$ cat src/rtl/mac_pkg.sv
// Shared width helpers and saturation bounds for the streaming MAC.
package mac_pkg;

  function automatic int prod_w(input int dw, input int ww);
    return dw + ww;
  endfunction

  function automatic int bsum_w(input int dw, input int ww, input int lanes);
    return prod_w(dw, ww) + $clog2(lanes);
  endfunction

  function automatic int acc_iw(input int dw, input int ww,
                                input int lanes, input int depth);
    return bsum_w(dw, ww, lanes) + $clog2(depth);
  endfunction

  function automatic longint sat_hi(input int w);
    return (longint'(1) <<< (w - 1)) - longint'(1);
  endfunction

  function automatic longint sat_lo(input int w);
    return -(longint'(1) <<< (w - 1));
  endfunction

endpackage

$ cat src/rtl/mac_lane_mult.sv
// One lane: unsigned activation times signed weight, exact product.
module mac_lane_mult
  import mac_pkg::*;
#(
  parameter int DW = 8,
  parameter int WW = 8
) (
  input  logic [DW-1:0]                      a,
  input  logic signed [WW-1:0]               w,
  output logic signed [prod_w(DW, WW)-1:0]   p
);

  localparam int P = prod_w(DW, WW);

  assign p = P'($signed({1'b0, a})) * P'(w);

endmodule

$ cat src/rtl/mac_stream_acc.sv
// Streaming multiply-accumulate with valid/ready on both sides.
// Optional output clamping when MAC_SAT_EN is defined.
module mac_stream_acc
  import mac_pkg::*;
#(
  parameter int LANES = 3,
  parameter int DW    = 8,
  parameter int WW    = 8,
  parameter int DEPTH = 3,
  parameter int ACC_W = 20
) (
  input  logic                  clk,
  input  logic                  rst,
  input  logic                  clr,
  input  logic                  in_valid,
  output logic                  in_ready,
  input  logic [LANES*DW-1:0]   data,
  input  logic [LANES*WW-1:0]   weight,
  output logic                  out_valid,
  input  logic                  out_ready,
  output logic [ACC_W-1:0]      result,
  output logic                  sat
);

  localparam int P  = prod_w(DW, WW);
  localparam int SW = bsum_w(DW, WW, LANES);
  localparam int IW = acc_iw(DW, WW, LANES, DEPTH);
  localparam int CW = (DEPTH > 1) ? $clog2(DEPTH) : 1;
  localparam logic [CW-1:0] LAST = CW'(DEPTH - 1);

  logic signed [P-1:0]  prod [LANES];
  logic signed [SW-1:0] bsum;
  logic signed [IW-1:0] acc, base, sum;
  logic [CW-1:0]        cnt, cnt_b;
  logic                 fire, last;
  logic [ACC_W-1:0]     conv;
  logic                 conv_sat;

  for (genvar i = 0; i < LANES; i++) begin : g_lane
    mac_lane_mult #(
      .DW(DW),
      .WW(WW)
    ) u_mult (
      .a(data[i*DW +: DW]),
      .w(weight[i*WW +: WW]),
      .p(prod[i])
    );
  end

  always_comb begin
    bsum = '0;
    for (int i = 0; i < LANES; i++)
      bsum = bsum + SW'(prod[i]);
  end

  assign in_ready = !out_valid || out_ready;
  assign fire     = in_valid && in_ready;

  // clr with a beat makes that beat the first of a fresh group
  assign base  = clr ? '0 : acc;
  assign cnt_b = clr ? '0 : cnt;
  assign last  = (cnt_b == LAST);
  assign sum   = base + IW'(bsum);

  if (IW <= ACC_W) begin : g_ext
    assign conv     = ACC_W'(sum);
    assign conv_sat = 1'b0;
  end else begin : g_narrow
`ifdef MAC_SAT_EN
    localparam logic signed [IW-1:0] HI = IW'(sat_hi(ACC_W));
    localparam logic signed [IW-1:0] LO = IW'(sat_lo(ACC_W));
    always_comb begin
      conv     = ACC_W'(sum);
      conv_sat = 1'b0;
      if (sum > HI) begin
        conv     = ACC_W'(HI);
        conv_sat = 1'b1;
      end else if (sum < LO) begin
        conv     = ACC_W'(LO);
        conv_sat = 1'b1;
      end
    end
`else
    assign conv     = ACC_W'(sum);
    assign conv_sat = 1'b0;
`endif
  end

  always_ff @(posedge clk or posedge rst) begin
    if (rst) begin
      acc <= '0;
      cnt <= '0;
    end else if (fire) begin
      if (last) begin
        acc <= '0;
        cnt <= '0;
      end else begin
        acc <= sum;
        cnt <= cnt_b + CW'(1);
      end
    end else if (clr) begin
      acc <= '0;
      cnt <= '0;
    end
  end

  always_ff @(posedge clk or posedge rst) begin
    if (rst) begin
      out_valid <= 1'b0;
      result    <= '0;
      sat       <= 1'b0;
    end else if (fire && last) begin
      out_valid <= 1'b1;
      result    <= conv;
      sat       <= conv_sat;
    end else if (out_ready) begin
      out_valid <= 1'b0;
    end
  end

endmodule

$ cat config.mk
export PLATFORM = sky130hd
export DESIGN_NAME = mac_stream_acc
export DESIGN_NICKNAME = d
export VERILOG_FILES = /design/src/rtl/mac_pkg.sv /design/src/rtl/mac_lane_mult.sv /design/src/rtl/mac_stream_acc.sv
export SDC_FILE = /design/constraint.sdc
export NUM_CORES = 1
export LEC_CHECK = 0
export ABC_AREA = 1
export CAP_MARGIN = 40
export CORE_UTILIZATION = 45
export DETAILED_ROUTE_END_ITERATION = 12
export SYNTH_ARGS = -nofsm -noshare
export SYNTH_HDL_FRONTEND = slang
export SYNTH_SLANG_ARGS = --single-unit
$ cat constraint.sdc
create_clock -name clk -period 4.99 [get_ports clk]
set_input_delay 0.998 -clock clk [delete_from_list [all_inputs] [get_ports clk]]
set_output_delay 0.998 -clock clk [all_outputs]
set_load 0.01 [all_outputs]
---- Yosys cells after proc, flatten, opt, wreduce, memory -nomap -nowiden ----
Cells that the tools add are included.
W data, S select, Z words.
operators by class
  multiply operators ...................... 3
  eq/ne operators ......................... 1
  muxes and demuxes ....................... 8
  $add $sub $neg .......................... 4
  reductions and logical operators ........ 5
operators by type and width
  kind                   count
  $mux W20               3
  $mul A9 B8 Y16         3
  $add A20 B18 Y20       1
  $add A17 B16 Y18       1
  $add A16 B16 Y17       1
  $mux W2                3
  $add A2 B1 Y2 const B  1
  $eq A2 B2 Y1 const B   1
  $logic_and A1 B1 Y1    2
  $mux W1                2
  $reduce_bool A2 Y1     1
  $logic_not A1 Y1       1
  $logic_or A1 B1 Y1     1
storage, ports and cells
  logic and storage cells ................. 25
  output and inout bits ................... 23
  register bits after elaboration ......... 43

---- Depth between registers and ports, before layout ----
Gate-level depths: netlist of the first run.
  depth after elaboration ................. 6
  gate-level depth with buffers ........... 36
  mapped depth without buffers ............ 35

---- Modules after synthesis ----
A second synthesis of the first run with hierarchy kept.
unflattened totals
  cells, all modules ...................... 1,597
  area, all modules ....................... 11,089.4 um2
modules (own cells, without submodules)
  module                                 area an instance (um2)  seq. area each (um2)  instances  cells each
  mac_lane_mult at g_lane[0].u_mult ...  2,409.8                 0.0                   2          362
  mac_stream_acc                         3,847.4                 1,076.0               1          501
  mac_lane_mult at g_lane[2].u_mult      2,422.3                 0.0                   1          372

---- Worst setup path after synthesis of the first run ----
No wires, ideal clock.
  path type ............................... in2reg
  from .................................... input port data[0]
  to ...................................... register acc[15]
  path buffers ............................ 1
  stages .................................. 30
  data required time ...................... 4.873 ns
  data arrival time ....................... 6.844 ns
  path slack .............................. -1.971 ns
  path through ............................ clkbuf_1 -> or2_2 -> fa_1 -> fa_1 -> fa_1 -> fa_1 -> inv_1 -> ha_1 -> nand2_1 -> o21ai_0 -> nand2_1 -> a21oi_1 -> nor2_1 -> xor2_1 -> inv_1 -> fa_1 -> inv_1 -> fa_1 -> inv_1 -> ha_1 -> a21oi_1 -> o21a_1 -> o211ai_2 -> nand3_1 -> nand2_1 -> nand2_1 -> nand2_1 -> or2_1 -> nand3_1 -> nand2_1
on the way
  word-level cells in the longest chain between the ends .. 6
ends and longest elaborated chain
  item                  line                  text
  from (decl)           mac_stream_acc.sv:17  input logic [LANES*DW-1:0] data,
  $mul A9 B8 Y16        mac_lane_mult.sv:15   assign p = P'($signed({1'b0, a})) * P'(w);
  $add A16 B16 Y17      mac_stream_acc.sv:53  bsum = bsum + SW'(prod[i]);
  $add A17 B16 Y18      mac_stream_acc.sv:53
  $add A20 B18 Y20      mac_stream_acc.sv:63  assign sum = base + IW'(bsum);
  $mux W20              mac_stream_acc.sv:94  if (last) begin
  $mux W20              mac_stream_acc.sv:93  end else if (fire) begin
  to (signal assigned)  mac_stream_acc.sv:98  acc <= sum;
  to (decl)             mac_stream_acc.sv:33  logic signed [IW-1:0] acc, base, sum;
Every way passes these cells.
A chain may end at the register's enable or synchronous reset.

---- Final worst setup path of the first run ----
  from .................................... input port weight[15]
  to ...................................... register acc[19]
on the way
  word-level cells in the longest chain between the ends .. 6
ends and longest elaborated chain
  item              line                  text
  from (decl)       mac_stream_acc.sv:18  input logic [LANES*WW-1:0] weight,
  $mul A9 B8 Y16    mac_lane_mult.sv:15
  $add A16 B16 Y17  mac_stream_acc.sv:53
  $add A17 B16 Y18  mac_stream_acc.sv:53
  $add A20 B18 Y20  mac_stream_acc.sv:63
  $mux W20          mac_stream_acc.sv:94
  $mux W20          mac_stream_acc.sv:93
Every way passes these cells.

==> reports/metrics.csv, run 1 <==
stage,metric,value,unit
synthesis,synthTopCellsByArea,"fa_1 28%, ha_1 16%, inv_1 16%",
worst_setup_path,r2r_start,acc[1],
worst_setup_path,worst_ep_required_time,5.17,ns
placed_design,port_buffers,74,
synthesis,synth_top_cell_area_share,0.278,
outcome,violations,"design-rule violations, negative setup slack",
clock_network,postCtsHoldBufs,0,
synthesis,syn_area,0.0107,mm2
clock_network,cts_sinks,43,
sta,fin_crit_sh,1.36,
synthesis,synth_area_per_cell,7.27,um2
placed_design,hpwl,22700,um
routing,drt-initial-drc-count,355,
synthesis,yosys_warnings,0,
sta,maxSlewHeadroom,0.602,
clock_network,h-tree-depth,2,
routing,post_drt_wl_per_cell,13.6,um
synthesis,synthXorXnorAreaFrac,0.0326,
run,drv_cap,0,
clock_network,insertion_delay,0.29,ns
worst_setup_path,worstSetupStartpoint,weight[15],
sta,worstMarginPinSlew,0.596,ns
sta,whs,0.485,ns
worst_setup_path,critPathLaunchType,primary input,
die,num_rows,56,
worst_setup_path,path_max_fanout,4,
grt,use_met1,0.312,
worst_setup_path,ff2ff_setup_slack,1.66,ns
clock_network,clk_pin_slew,0.07,ns
synthesis,yosys.area.top_type,fa_1,
worst_setup_path,critPathCaptureType,register,
worst_setup_path,r2r_end,acc[17],
clock_network,numCtsBuffers,5,
routing,vias,9639,
worst_setup_path,cp_slowest_cell,fa_2,
die,die_y,156,um
synthesis,syn_inst,1477,
worst_setup_path,critical_path_class,primary input to register,
worst_setup_path,slowest_delay,0.54,ns
die,io_pins,76,
grt,grt_pass1_wl,46900,um
synthesis,ys_seq_area_frac,0.100,
outcome,status,"finished, violations left",
synthesis,synthMuxAreaShare,0,
synthesis,yosys.area_share.simple,0.191,
synthesis,synth-compound-area-share,0.0565,
synthesis,synth_cell_type_count,42,
sta,finalSetupViolCount,30,
die,start_util,0.458,
die,die_x,156,um
cells_and_area,seq_area,0.00108,mm2
routing,totalWireLength,28200,um
synthesis,ys_seq_elements,43,
synthesis,synthAdderAreaFrac,0.440,
sta,timing.final.max_slew_violations,0,
routing,drtPass1Iterations,11,
sta,worst_slack,-1.79,ns
grt,globalRouteMet3Util,0.0210,
grt,grtUsageMet2,0.439,
grt,grt_use_total,0.240,
grt,antenna_found_initial,0,
worst_setup_path,arrival,6.96,ns
cells_and_area,insertedDiodeCount,0,
clock_network,cts_max_path_buffers,2,
grt,grt_max_degree,44,
routing,viasPerCell,4.65,
cells_and_area,area_delta_synth_final,45.2,%
grt,gr-max-usage-layer,met2,
clock_network,cts_tree,done,
cells_and_area,fin_nets,2096,
placed_design,gp_congestion,0.862,
sta,max_freq,148,MHz
sta,finalHoldViolations,0,
worst_setup_path,cp-endpoint,acc[19],
clock_network,clockRootBuffer,clkbuf_16,
grt,grt_pass1_vias,10000,
synthesis,synth_top_family_by_area,adder cells,
cells_and_area,layout_common_cells,"381 x inv_1, 283 x nand2_1, 196 x buf_4",
cells_and_area,layout_commonest_cell,inv_1,
sta,clock-skew-final,0.00480,ns
sta,finalCriticalPeriod,6.78,ns
cells_and_area,multi_input_area,0.00938,mm2
routing,drc_errors,1,
grt,gr-total-overflow,0,
synthesis,synthesis.nets,1818,
cells_and_area,drive_gt1_frac,0.351,
die,core_area,0.0235,mm2
routing,ant_nets,0,
die,dieArea,0.0245,mm2
worst_setup_path,r2r_cells,17,
min_path,hold_class,register to register,
sta,rsz0062_at_grt,true,
cells_and_area,final.fill_count,1987,
sta,finalSetupTns,-42.13,ns
per-stage QoR:
step | cells | cell area (um2) | utilization | worst slack [ns]
final | 2075 | 15600 | 0.664 | -1.79
after CTS | 2058 | 14700 | 0.625 | -1.95
after floorplan | 1477 | 11300 | - | -1.72
after global routing | 2075 | 15600 | 0.664 | -2.06
after global placement | 2029 | 13700 | 0.584 | -2.50
after detailed placement | 2030 | 13700 | 0.584 | -2.59
metal layers:
metal / wire (um) / part of all wire / vias to the layer above
li1: - / - / 4835
met1: 12300 / 0.44 / 4620
met2: 14500 / 0.51 / 147
met3: 845 / 0.030 / 37
met4: 561 / 0.020 / 0
met5: 0 / 0 / -
cells in the mapped netlist, drive strengths merged:
cell,number
o211ai,3
nand2,349
inv,458
a31oi,6
nand3,44
a21o,2
xnor2,20
o21ai,42
fa,149
o21a,3
nand3b,3
a32o,2
xor2,20
o311ai,1
buf,5
nor2,63
o21bai,1
or2,16
conb,1
a21oi,43
dfrtp,43
o31ai,3
nor3,4
ha,139
clkbuf,49
nor4,1
nand4,6
o2111ai,1
sequential cells by signal, summed over array words and instances, names as in the netlist:
name,count
out_valid,1
result,20
acc,20
cnt,2
how the worst min path moves through the flow:
stage,from,to,slack [ns],cells after the start
floorplan,acc[19],acc[19],0.48,2
global placement,result[17],result[17],0.46,2
detailed placement,result[12],result[12],0.47,2
CTS,result[16],result[16],0.49,2
global route,result[16],result[16],0.49,2
finish,result[16],result[16],0.48,2
critical path, delay by kind of cell:
family / cells / cell delay [ns]
simple gates: 13 / 1.47
fa+ha+maj: 8 / 3.54
buf+inv: 8 / 0.67
compound gates: 1 / 0.27
kinds of logic after synthesis:
group	after synthesis
and+or+nand+nor	486
other	1
xor gates and xnor gates	40
AOI/OAI and AO/OA	107
adders and majority gates	288
DFF	43
buffers and inverters	512
repair_timing:
| action | 4_1_cts | 5_1_grt |
|---|---|---|
| setup buffers | 26 | 24 |
| hold endpoints to repair | 0 | 0 |
| pin swaps | 105 | 159 |
| gates resized for setup | 308 | 217 |
| endpoints found under the setup margin | 34 | 32 |
final cells by class:
| type | count | area share |
|---|---|---|
| Inverter | 458 | 0.111 |
| Sequential cell | 43 | 0.0690 |
| Clock buffer | 5 | 0.00802 |
| Clock inverter | 3 | 0.00152 |
| Timing Repair Buffer | 325 | 0.184 |
| Multi-Input combinational cell | 922 | 0.601 |
| Tap cell | 319 | 0.0256 |
Power of run 1 is left out: the tool's default activity adds up to more than one toggle a clock period on the data nets, which glitch-free logic cannot reach.
==> inputs of run 2 (changes only) <==
GPL_ROUTABILITY_DRIVEN = 0   (was unset)
clock period = 6.54 ns   (was 4.99 ns; I/O delays follow)
==> run 2 against run 1 <==
Net effect:
- the flow finishes with violations (negative setup slack)
- routed wire length down 2.5%
- worst setup slack gained 1.2 ns
- sequential share of layout area grew 0.36 points
- non-clock buffer count shrank 35
- critical endpoint is now acc[15]
==> reports/metrics.csv, run 2 (same netlist as run 1, synthesis figures left out) <==
stage,metric,value,unit,change
cells_and_area,insertedDiodeCount,0,,unchanged
sta,maxSlewHeadroom,0.578,,was 0.602
routing,totalWireLength,27500,um,was 28200 um
cells_and_area,reg_top3,"acc x20, result x20, cnt x2",,unchanged
worst_setup_path,crit_top_cell,fa_1,,
worst_setup_path,arrival,7.37,ns,was 6.96 ns
worst_setup_path,critPathCaptureType,register,,unchanged
routing,drt-initial-drc-count,359,,was 355
min_path,hold_start,result[14],,was result[16]
die,io_pins,76,,unchanged
worst_setup_path,cp_slowest_cell,fa_1,,was fa_2
clock_network,h-tree-depth,2,,unchanged
sta,finalHoldViolations,0,,unchanged
sta,timing.final.max_slew_violations,0,,unchanged
clock_network,clockRootBuffer,clkbuf_16,,unchanged
clock_network,numCtsBuffers,5,,unchanged
grt,grt_pass1_vias,9845,,was 10000
sta,finalSetupViolCount,24,,was 30
die,die_x,156,um,unchanged
worst_setup_path,r2r_start,acc[1],,unchanged
cells_and_area,multi_input_area,0.00906,mm2,was 0.00938 mm2
worst_setup_path,r2r_cells,17,,unchanged
routing,post_drt_wl_per_cell,13.5,um,was 13.6 um
sta,worst_slack,-0.605,ns,was -1.79 ns
cells_and_area,area_delta_synth_final,38.0,%,was 45.2%
cells_and_area,drive_gt1_frac,0.295,,was 0.351
sta,fin_crit_sh,1.09,,
cells_and_area,utilization,0.631,,was 0.664
worst_setup_path,path_max_fanout,4,,unchanged
die,num_rows,56,,unchanged
sta,max_freq,140,MHz,
clock_network,clk_pin_slew,0.07,ns,about the same
die,dieArea,0.0245,mm2,unchanged
routing,drc_errors,0,,was 1
cells_and_area,final_cells,2040,,was 2075
die,die_y,156,um,unchanged
sta,finalCriticalPeriod,7.15,ns,
clock_network,cts_sinks,43,,unchanged
clock_network,insertion_delay,0.29,ns,about the same
cells_and_area,layout_common_cells,"417 x inv_1, 303 x nand2_1, 188 x buf_4",,"was 381 x inv_1, 283 x nand2_1, 196 x buf_4"
sta,finalSetupTns,-10.03,ns,was -42.13 ns
routing,vias,9518,,was 9639
grt,grt_use_total,0.233,,was 0.240
sta,whs,0.484,ns,was 0.485 ns
worst_setup_path,slowest_delay,0.56,ns,was 0.54 ns
sta,worstMarginPinSlew,0.632,ns,was 0.596 ns
die,core_area,0.0235,mm2,unchanged
placed_design,port_buffers,74,,unchanged
clock_network,cts_tree,done,,unchanged
outcome,violations,negative setup slack,,"was design-rule violations, negative setup slack"
worst_setup_path,worst_ep_required_time,6.77,ns,was 5.17 ns
sta,clock-skew-final,0.00559,ns,was 0.00480 ns
cells_and_area,layout_commonest_cell,inv_1,,unchanged
min_path,hold_path_end,result[14],,was result[16]
worst_setup_path,critPathLaunchType,primary input,,unchanged
cells_and_area,fin_nets,2061,,was 2096
outcome,status,"finished, violations left",,unchanged
min_path,whs_path_depth,2,,unchanged
worst_setup_path,r2r_end,acc[17],,unchanged
routing,drtPass1Iterations,5,,was 11
grt,grt_max_degree,44,,unchanged
clock_network,cts_max_path_buffers,2,,unchanged
placed_design,dp_cells,2006,,was 2030
die,start_util,0.458,,unchanged
grt,antenna_found_initial,0,,unchanged
grt,gr-total-overflow,0,,unchanged
routing,ant_nets,0,,unchanged
min_path,hold_class,register to register,,unchanged
worst_setup_path,critical_path_class,primary input to register,,unchanged
cells_and_area,final.fill_count,2115,,was 1987
cells_and_area,seq_area,0.00108,mm2,unchanged
sta,rsz0062_at_grt,true,,unchanged
placed_design,hpwl,22200,um,was 22700 um
routing,viasPerCell,4.67,,was 4.65
grt,grt_pass1_wl,45600,um,was 46900 um
worst_setup_path,ff2ff_setup_slack,2.93,ns,was 1.66 ns
run,drv_cap,0,,unchanged
## run 2: what timing repair did
action | in CTS | in global routing
pin swaps | 66 | 86
endpoints found under the hold margin | 0 | 0
gates resized for setup | 219 | 178
endpoints found under the setup margin | 28 | 28
hold buffers | 0 | 0
setup buffers | 15 | 18
## run 2: metrics by stage
| step | worst slack, ns | instance area [um2] |
|---|---|---|
| 2_1_floorplan | -0.476 | 11200 |
| 3_3_place_gp | -1.35 | 13400 |
| 3_5_place_dp | -1.34 | 13400 |
| 4_1_cts | -0.598 | 14000 |
| 5_1_grt | -0.910 | 14800 |
| 6_report | -0.605 | 14800 |
## run 2: final cells by class
| cell class | instances | share of cell area |
|---|---|---|
| clock inverters | 3 | 0.00296 |
| well taps | 319 | 0.0269 |
| inverters | 458 | 0.117 |
| repair buffers | 290 | 0.161 |
| clock buffers | 5 | 0.00845 |
| multi-input cells | 922 | 0.611 |
| flip-flops and latches | 43 | 0.0726 |
## run 2: routing by layer
layer  vias to the layer above  global-route usage  share of wire
met5                         -                   0              0
met4                         0              0.0635          0.030
met2                       186               0.409           0.50
met3                        48              0.0188          0.033
li1                       4760                   -              -
met1                      4524               0.307           0.44
## run 2: worst max path at each step
stage | startpoint | end | slack [ns] | depth (start not counted)
floorplan | data[13] | acc[19] | -0.48 | 31
global placement | weight[10] | result[18] | -1.35 | 32
detailed placement | weight[10] | result[19] | -1.34 | 32
CTS | weight[15] | acc[18] | -0.60 | 31
global route | weight[15] | acc[19] | -0.91 | 32
finish | data[0] | acc[15] | -0.61 | 31
## run 2: worst max-delay path: cells and delay by family
family                   cells  cell delay, ns
XOR/XNOR                     1            0.24
AND/OR/NAND/NOR             14            1.29
AO/OA/AOI/OAI                3            0.52
buffers and inverters        5            0.34
adder cells (fa/ha/maj)      8            3.65
Power of run 2 is left out for the same reason.
